==> src/rtl/mealy_det_pkg.sv <==
// Shared definitions for the Mealy pattern detector: FSM state encodings and a
// constant clog2 used for sizing the fill counter.
package mealy_det_pkg;

  typedef enum logic [1:0] {
    FILL  = 2'b00,
    ARMED = 2'b01
  } state_e;

  function automatic int clog2(input int value);
    int r;
    r = 0;
    while ((1 << r) < value) r++;
    return r;
  endfunction

endpackage

==> src/rtl/mealy_det_counter.sv <==
// Match counter: count_q advances one cycle after inc; no backpressure.
// Wraps modulo 2^CNT_W unless MEALY_PATTERN_DETECTOR_CNT_SAT_EN selects saturation.
module mealy_det_counter
  import mealy_det_pkg::*;
#(
  parameter int CNT_W = 8
) (
  input  logic             clock,
  input  logic             reset,
  input  logic             inc,
  output logic [CNT_W-1:0] count
);

  logic [CNT_W-1:0] count_q, count_d;

  always_comb begin
    count_d = count_q;
`ifdef MEALY_PATTERN_DETECTOR_CNT_SAT_EN
    if (inc && (count_q != {CNT_W{1'b1}})) count_d = count_q + CNT_W'(1);
`else
    if (inc) count_d = count_q + CNT_W'(1);
`endif
  end

  always_ff @(posedge clock) begin
    if (reset) count_q <= '0;
    else       count_q <= count_d;
  end

  assign count = count_q;

endmodule

==> src/rtl/mealy_pattern_detector.sv <==
// Serial Mealy pattern detector: y_out is combinational with the completing bit,
// state/count update on the next edge; no backpressure. Optional MEALY_PATTERN_DETECTOR_CNT_SAT_EN.
module mealy_pattern_detector
  import mealy_det_pkg::*;
#(
  parameter int               PAT_W     = 4,
  parameter logic [PAT_W-1:0] PAT_RESET = 4'b1101,
  parameter int               CNT_W     = 8
) (
  input  logic                      clock,
  input  logic                      reset,
  input  logic                      x_in,
  input  logic                      x_valid,
  input  logic                      pat_load,
  input  logic [PAT_W-1:0]          pattern_in,
  input  logic                      overlap,
  output logic                      y_out,
  output logic [1:0]                state,
  output logic [clog2(PAT_W)-1:0]   fill,
  output logic [CNT_W-1:0]          match_count
);

  localparam int                FILL_W   = clog2(PAT_W);
  localparam logic [FILL_W-1:0] FILL_MAX = FILL_W'(PAT_W - 1);

  logic [PAT_W-1:0]  pat_q, pat_d;
  logic [PAT_W-2:0]  hist_q, hist_d;
  logic [FILL_W-1:0] fill_q, fill_d;
  state_e            state_q, state_d;

  logic [PAT_W-1:0]  window;
  logic              accept;
  logic              match;

  assign window = {hist_q, x_in};
  assign accept = x_valid & ~pat_load & ~reset;
  assign match  = accept & (state_q == ARMED) & (window == pat_q);

  always_comb begin
    pat_d   = pat_q;
    hist_d  = hist_q;
    fill_d  = fill_q;
    state_d = state_q;
    if (pat_load) begin
      pat_d   = pattern_in;
      hist_d  = '0;
      fill_d  = '0;
      state_d = FILL;
    end else begin
      if (x_valid) hist_d = window[PAT_W-2:0];
      case (state_q)
        FILL: begin
          if (x_valid) begin
            fill_d = fill_q + FILL_W'(1);
            if (fill_d == FILL_MAX) state_d = ARMED;
          end
        end
        ARMED: begin
          // Non-overlap restarts the fill; stale history is masked until re-armed.
          if (match && !overlap) begin
            state_d = FILL;
            fill_d  = '0;
          end
        end
        default: begin
          state_d = FILL;
          fill_d  = '0;
        end
      endcase
    end
  end

  always_ff @(posedge clock) begin
    if (reset) begin
      pat_q   <= PAT_RESET;
      hist_q  <= '0;
      fill_q  <= '0;
      state_q <= FILL;
    end else begin
      pat_q   <= pat_d;
      hist_q  <= hist_d;
      fill_q  <= fill_d;
      state_q <= state_d;
    end
  end

  mealy_det_counter #(
    .CNT_W(CNT_W)
  ) u_counter (
    .clock(clock),
    .reset(reset),
    .inc  (match),
    .count(match_count)
  );

  assign y_out = match;
  assign state = state_q;
  assign fill  = fill_q;

endmodule

==> config.mk <==
export PLATFORM = sky130hd
export DESIGN_NAME = mealy_pattern_detector
export DESIGN_NICKNAME = d
export VERILOG_FILES = /design/src/rtl/mealy_det_pkg.sv /design/src/rtl/mealy_det_counter.sv /design/src/rtl/mealy_pattern_detector.sv
export SDC_FILE = /design/constraint.sdc
export NUM_CORES = 1
export LEC_CHECK = 0
export ABC_CLOCK_PERIOD_IN_PS = 3800
export CORE_MARGIN = 2
export CORE_UTILIZATION = 53
export DETAILED_ROUTE_END_ITERATION = 6
export DONT_BUFFER_PORTS = 1
export PLACE_DENSITY = 0.68
export SLEW_MARGIN = 20
export SYNTH_ARGS = -nofsm -noshare
export SYNTH_HDL_FRONTEND = slang
export SYNTH_SLANG_ARGS = --single-unit
==> constraint.sdc <==
create_clock -name clock -period 3.8 [get_ports clock]
set_input_delay 0.76 -clock clock [delete_from_list [all_inputs] [get_ports clock]]
set_output_delay 0.76 -clock clock [all_outputs]
set_load 0.005 [all_outputs]
==> results of run 1 <==
[final cells by class]
cell class / instances / area, µm²
Clock buffer: 3 / 22.52
Multi-Input combinational cell: 71 / 488.0
Inverter: 2 / 7.507
Tap cell: 16 / 20.02
Sequential cell: 18 / 360.3
Fill cell: 153 / 660.6
[flip-flops by register name, summed over array words and instances (netlist names)]
name             count
hist_q               3
u_counter.count      8
pat_q                4
state                1
fill                 2
[logic make-up (layout without fill, tap and decap cells)]
logic type	Yosys count	count (layout)	synth area share, %
simple gates	38	38	22.73
flops	18	18	39.67
compound gates	16	16	12.81
mux	10	10	11.16
buf+inv	9	5	6.612
xor+xnor	4	4	3.856
fa+ha+maj	2	2	2.754
other cells	1	1	0.4128
[Yosys cell counts, types with 2 or more instances]
cell type / number
nor2b_1: 2
xor2_1: 4
clkbuf_1: 3
nand3_1: 3
nand2_1: 8
nor2_1: 8
buf_6: 3
o41ai_1: 4
o21ai_0: 2
ha_1: 2
a21oi_1: 4
or2_2: 4
inv_1: 2
dfxtp_1: 18
nand4_1: 3
o311ai_1: 2
mux2i_1: 9
o311ai_0: 2
[power breakdown]
part | internal [µW] | total (µW) | switching (µW)
clock network | 36.8 | 90.5 | 53.7
registers | 192 | 195 | 2.96
logic | 9.19 | 20.4 | 11.3
[routing by layer]
layer / part of all wire, % / vias up / global-route usage [%]
met1: 46 / 330 / 25.43
met4: 2.2 / 0 / 11.18
li1: - / 348 / -
met3: 6.0 / 5 / 4.762
met2: 46 / 31 / 28.17
met5: 0 / - / 0
[worst reg2reg max path, stage by stage, from the launching register on]
cell and delay, ns:
dfxtp_1 0.33, xor2_1 0.18, or4_4 0.63, nor4_2 0.33, mux2_2 0.37
[worst paths after layout]
kind                                                         to  slack (ns)
worst max-delay path                                      y_out        1.19
worst min-delay path                       fill[1]$_SDFFE_PP0P_        0.51
worst max register to register  u_counter.count[7]$_SDFFE_PP0P_        1.85
worst min register to register             fill[1]$_SDFFE_PP0P_        0.51
[stage by stage]
step	power [µW]	utilization, %	hold slack [ns]
finish	306.2	57.62	0.5125
global route	319.7	57.62	0.5156
CTS	310.0	57.62	0.5192
detailed placement	220.0	56.18	0.4890
global placement	219.5	56.18	0.4912
floorplan	222.3	-	0.4616
==> results.json, run 1 <==
{
  "antenna_found_initial": 0,
  "synth_cells": 98,
  "start_kind": "input port",
  "critical_path_class": "input port to primary output",
  "port_buffers": 0,
  "die_area_mm2": 0.002061,
  "diodes": 0,
  "drc": 0,
  "drtAntennaViolNets": 0,
  "gp_congestion": 0.7815,
  "slew_viol_final": 0,
  "final_cell_mix": "18 x dfxtp_1, 9 x mux2i_1, 8 x nand2_1, 8 x nor2_1",
  "rows": 14,
  "peakVddDrop_mv": 0.2140,
  "area_growth_pct": -1.102,
  "reg2reg_depth": 4,
  "path_cells": "or2_1 > or4_4 > nor2_1",
  "coreArea_mm2": 0.001559,
  "crit_path_max_incr_delay_ns": 0.60,
  "status": "finished clean",
  "p_per_area_mw_per_mm2": 340.8,
  "grt_pass1_vias": 690,
  "cts_setup_buffers": 0,
  "cp_top_family": "simple AND/OR/NAND/NOR gates",
  "grt_pass1_wl_mm": 2.884,
  "synth.area.top_cells": "dfxtp_1 40%, mux2i_1 9.9%, o41ai_1 3.9%",
  "fin_ws_ns": 1.192,
  "syn_nets": 110,
  "final_layout_size_suffix_gt1_share_pct": 12.77,
  "power.leakage_uw": 0.0003418,
  "holdBufCountCts": 0,
  "synth_top_area_cell": "dfxtp_1",
  "worstSetupEndpointType": "primary output",
  "path_depth": 3,
  "setup_viol": 0,
  "finalCriticalPeriod_ns": 2.608,
  "cpMaxStageDelayCell": "or4_4",
  "grt_overflow": 0,
  "post-route-period-util_pct": 68.64,
  "hold_path_class": "flip-flop to flip-flop",
  "dp_cells": 107,
  "synth_area_per_cell_um2": 9.269,
  "post_cts_resize_count": 0,
  "syn_area_um2": 908.4,
  "cts_made_buffers": 3,
  "hold_start": "fill[1]$_SDFFE_PP0P_",
  "clock_path_buffers": 2,
  "path_max_fanout": 14,
  "final_common_cell": "dfxtp_1",
  "hold_violations": 0,
  "dp_hpwl_mm": 1.257,
  "fin_area_um2": 898.4,
  "vias": 714,
  "fin_nets": 108,
  "drt_iter0_drc": 21,
  "yosysSeqAreaShare_pct": 39.67,
  "synth_flop_cell": "dfxtp_1",
  "skew_ns": 0.002975,
  "timing.rr.start": "pat_q[3]$_SDFFE_PP1P_",
  "grt_max_degree": 15,
  "place_area_um2": 875.8,
  "fmax_ghz": 0.3834,
  "whs_path_depth": 2,
  "wl_per_cell_um": 15.07,
  "cts.clk_slew.worst_paths_ns": 0.09,
  "synthArstFlopShare_pct": 0,
  "setup-tns-final_ns": 0,
  "cp.arrival_ns": 1.85,
  "clk_latency_ns": 0.29,
  "synth_edf_count": 0,
  "grtUsageTotal_pct": 19.23,
  "rsz0062_at_grt": "no",
  "yosysWarnings": 0,
  "dr.pass1.iters": 4,
  "synth_top_area_share_pct": 39.67,
  "clock-sinks": 18,
  "worstPathRequired_ns": 3.04,
  "die_w_um": 45.40,
  "initial_core_util_pct": 58.27,
  "synth_cell_types": 33,
  "viasPerCell": 6.491,
  "cp_num_buf_inv": 0,
  "instances_no_fill": 110,
  "ios": 23,
  "dieHeight_um": 45.40,
  "dp_slack_ns": 1.196,
  "tritoncts": "built",
  "root_buffer": "clkbuf_4",
  "crit_start": "pat_load",
  "h-tree-depth": 1,
  "max_cap_violations": 0,
  "routed_wirelength_mm": 1.658,
  "yosys_register_bits": 18
}
Power figures use the tool's default switching activity.
==> run 2, diff against run 1 <==
--- a/config.mk
+++ b/config.mk
@@ -5,12 +5,13 @@
 export SDC_FILE = /design/constraint.sdc
 export NUM_CORES = 1
 export LEC_CHECK = 0
-export ABC_CLOCK_PERIOD_IN_PS = 3800
+export ABC_AREA = 1
+export ABC_CLOCK_PERIOD_IN_PS = 2310
 export CORE_MARGIN = 2
 export CORE_UTILIZATION = 53
 export DETAILED_ROUTE_END_ITERATION = 6
 export DONT_BUFFER_PORTS = 1
-export PLACE_DENSITY = 0.68
+export PLACE_DENSITY = 0.71
 export SLEW_MARGIN = 20
 export SYNTH_ARGS = -nofsm -noshare
 export SYNTH_HDL_FRONTEND = slang
==> constraint.sdc (replaced) <==
create_clock -name clock -period 2.31 [get_ports clock]
set_input_delay 0.462 -clock clock [delete_from_list [all_inputs] [get_ports clock]]
set_output_delay 0.462 -clock clock [all_outputs]
set_load 0.005 [all_outputs]
==> results.json, run 2 <==
{
  "peakVddDrop_mv": 0.3614,
  "path_max_fanout": 10,
  "max_cap_violations": 0,
  "setup_viol": 0,
  "drtAntennaViolNets": 0,
  "cp.arrival_ns": 1.37,
  "slew_viol_final": 0,
  "drc": 0,
  "p_clk_share_pct": 30.6,
  "synth_area_per_cell_um2": 7.038,
  "switching_share_pct": 24.23,
  "port_buffers": 0,
  "grtUsageTotal_pct": 18.46,
  "dp_slack_ns": 0.7311,
  "power.leakage_uw": 0.0003856,
  "final_layout_size_suffix_gt1_share_pct": 8.462,
  "syn_area_um2": 900.9,
  "p_seq_share_pct": 62.6,
  "tritoncts": "built",
  "fmax_ghz": 0.5458,
  "rsz0062_at_grt": "no",
  "synthArstFlopShare_pct": 0,
  "start_kind": "flip-flop",
  "initial_core_util_pct": 58.44,
  "synth_common_cells": "29 x nand2_1, 21 x inv_1, 18 x dfxtp_1",
  "finalCriticalPeriod_ns": 1.832,
  "synth_cell_types": 22,
  "grt_overflow": 0,
  "drt_iter0_drc": 21,
  "die_w_um": 45.23,
  "hold_violations": 0,
  "fin_nets": 144,
  "area_growth_pct": 3.889,
  "yosys_register_bits": 18,
  "ios": 23,
  "largest_reg_flops": 8,
  "synth_top_area_cell": "dfxtp_1",
  "cts.clk_slew.worst_paths_ns": 0.10,
  "hold_path_class": "input port to flip-flop",
  "cts_made_buffers": 3,
  "worstPathRequired_ns": 1.85,
  "dp_hpwl_mm": 1.250,
  "holdBufCountCts": 0,
  "combPwrFrac_pct": 6.8,
  "fin_ws_ns": 0.4780,
  "cts_setup_buffers": 0,
  "syn_nets": 140,
  "p_total_uw": 516.6,
  "clk_latency_ns": 0.29,
  "status": "finished clean",
  "viasPerCell": 5.226,
  "yosysSeqAreaShare_pct": 40.00,
  "yosys.cell_count.top_type": "nand2_1",
  "critical_path_class": "flip-flop to primary output",
  "wl_per_cell_um": 11.36,
  "rows": 14,
  "h-tree-depth": 1,
  "gp_congestion": 0.7833,
  "post-route-period-util_pct": 79.31,
  "setup-tns-final_ns": 0,
  "coreArea_mm2": 0.001541,
  "grt_max_degree": 11,
  "vias": 763,
  "p_per_area_mw_per_mm2": 551.9,
  "p_int_uw": 391.4,
  "n_fill_cell": 141,
  "dr.pass1.iters": 4,
  "diodes": 0,
  "yosysWarnings": 0,
  "synth.area.top_cells": "dfxtp_1 40%, nand2_1 12%, inv_1 8.8%",
  "skew_ns": 0.0005435,
  "root_buffer": "clkbuf_4",
  "routed_wirelength_mm": 1.658,
  "synth_cells": 128,
  "dieHeight_um": 45.23,
  "final_common_cell": "nand2_1",
  "worstSetupEndpointType": "primary output",
  "p_sw_uw": 125.2,
  "clock-sinks": 18,
  "final_cell_mix": "29 x nand2_1, 21 x inv_1, 18 x dfxtp_1, 13 x nor2_1, 13 x a21oi_1",
  "antenna_found_initial": 0,
  "grt_pass1_vias": 687,
  "die_area_mm2": 0.002045,
  "grt_pass1_wl_mm": 2.815,
  "synth_flop_cell": "dfxtp_1",
  "synth_edf_count": 0,
  "synth_top_area_share_pct": 40.00,
  "post_cts_resize_count": 0,
  "clock_path_buffers": 2
}
==> run 2: path summary, 6_finish.rpt <==
| kind | startpoint | endpoint | slack (ns) | depth (start not counted) |
|---|---|---|---|---|
| setup / recovery | pat_q[0]$_SDFFE_PP1P_ | y_out | 0.48 | 6 |
| hold / removal | reset | u_counter.count[3]$_SDFFE_PP0P_ | 0.22 | 1 |
| setup reg to reg | pat_q[0]$_SDFFE_PP1P_ | u_counter.count[4]$_SDFFE_PP0P_ | 0.93 | 9 |
| hold reg to reg | pat_q[0]$_SDFFE_PP1P_ | pat_q[0]$_SDFFE_PP1P_ | 0.49 | 2 |
==> run 2: power groups by stage <==
stage	Sequential [µW]	Combinational, µW	Clock [µW]
CTS	323	35.3	159
global route	324	40.1	170
floorplan	329	30.7	0
detailed placement	331	35.1	0
finish	323	35.0	158
global placement	330	33.5	0
==> run 2: layer usage <==
| layer | routed length (µm) | share of wire, % | track usage [%] |
|---|---|---|---|
| met2 | 707 | 43 | 27.43 |
| met4 | 19 | 1.1 | 7.059 |
| met3 | 98 | 5.9 | 4.000 |
| met5 | 0 | 0 | 0 |
| met1 | 833 | 50 | 26.05 |
==> run 2: cells by family (layout without fill, tap and decap cells) <==
logic type                 Yosys count  in the layout  synth area share, %
and+or+nand+nor                     58             58                30.56
adders and majority gates            2              2                2.777
xor gates and xnor gates             2              2                1.945
DFF                                 18             18                40.00
buffers and inverters               23             25                10.56
AOI/OAI and AO/OA                   24             24                13.75
other                                1              1               0.4163
==> run 2: layout make-up <==
type	instances	area, µm²	share of cell area, %
tap	16	20.02	2.139
sequential	18	360.3	38.50
inverter	22	87.58	9.358
clock buffer	3	22.52	2.406
multi-input combinational	87	445.4	47.59
==> run 2: metrics by stage <==
| step | utilization [%] | hold WS [ns] | instances | cell area, µm² |
|---|---|---|---|---|
| after global routing | 60.71 | 0.2120 | 146 | 935.9 |
| after global placement | 59.25 | 0.4671 | 143 | 913.4 |
| after detailed placement | 59.25 | 0.4718 | 143 | 913.4 |
| after CTS | 60.71 | 0.2182 | 146 | 935.9 |
| final | 60.71 | 0.2218 | 146 | 935.9 |
| after floorplan | - | 0.4500 | 128 | 900.9 |
==> run 2: worst max-delay path, stage by stage, from the launching register on <==
cell	delay (ns)
dfxtp_1	0.34
inv_1	0.05
nand2_1	0.05
o21ai_0	0.07
nor2_1	0.24
nand3_4	0.20
clkinv_4	0.12
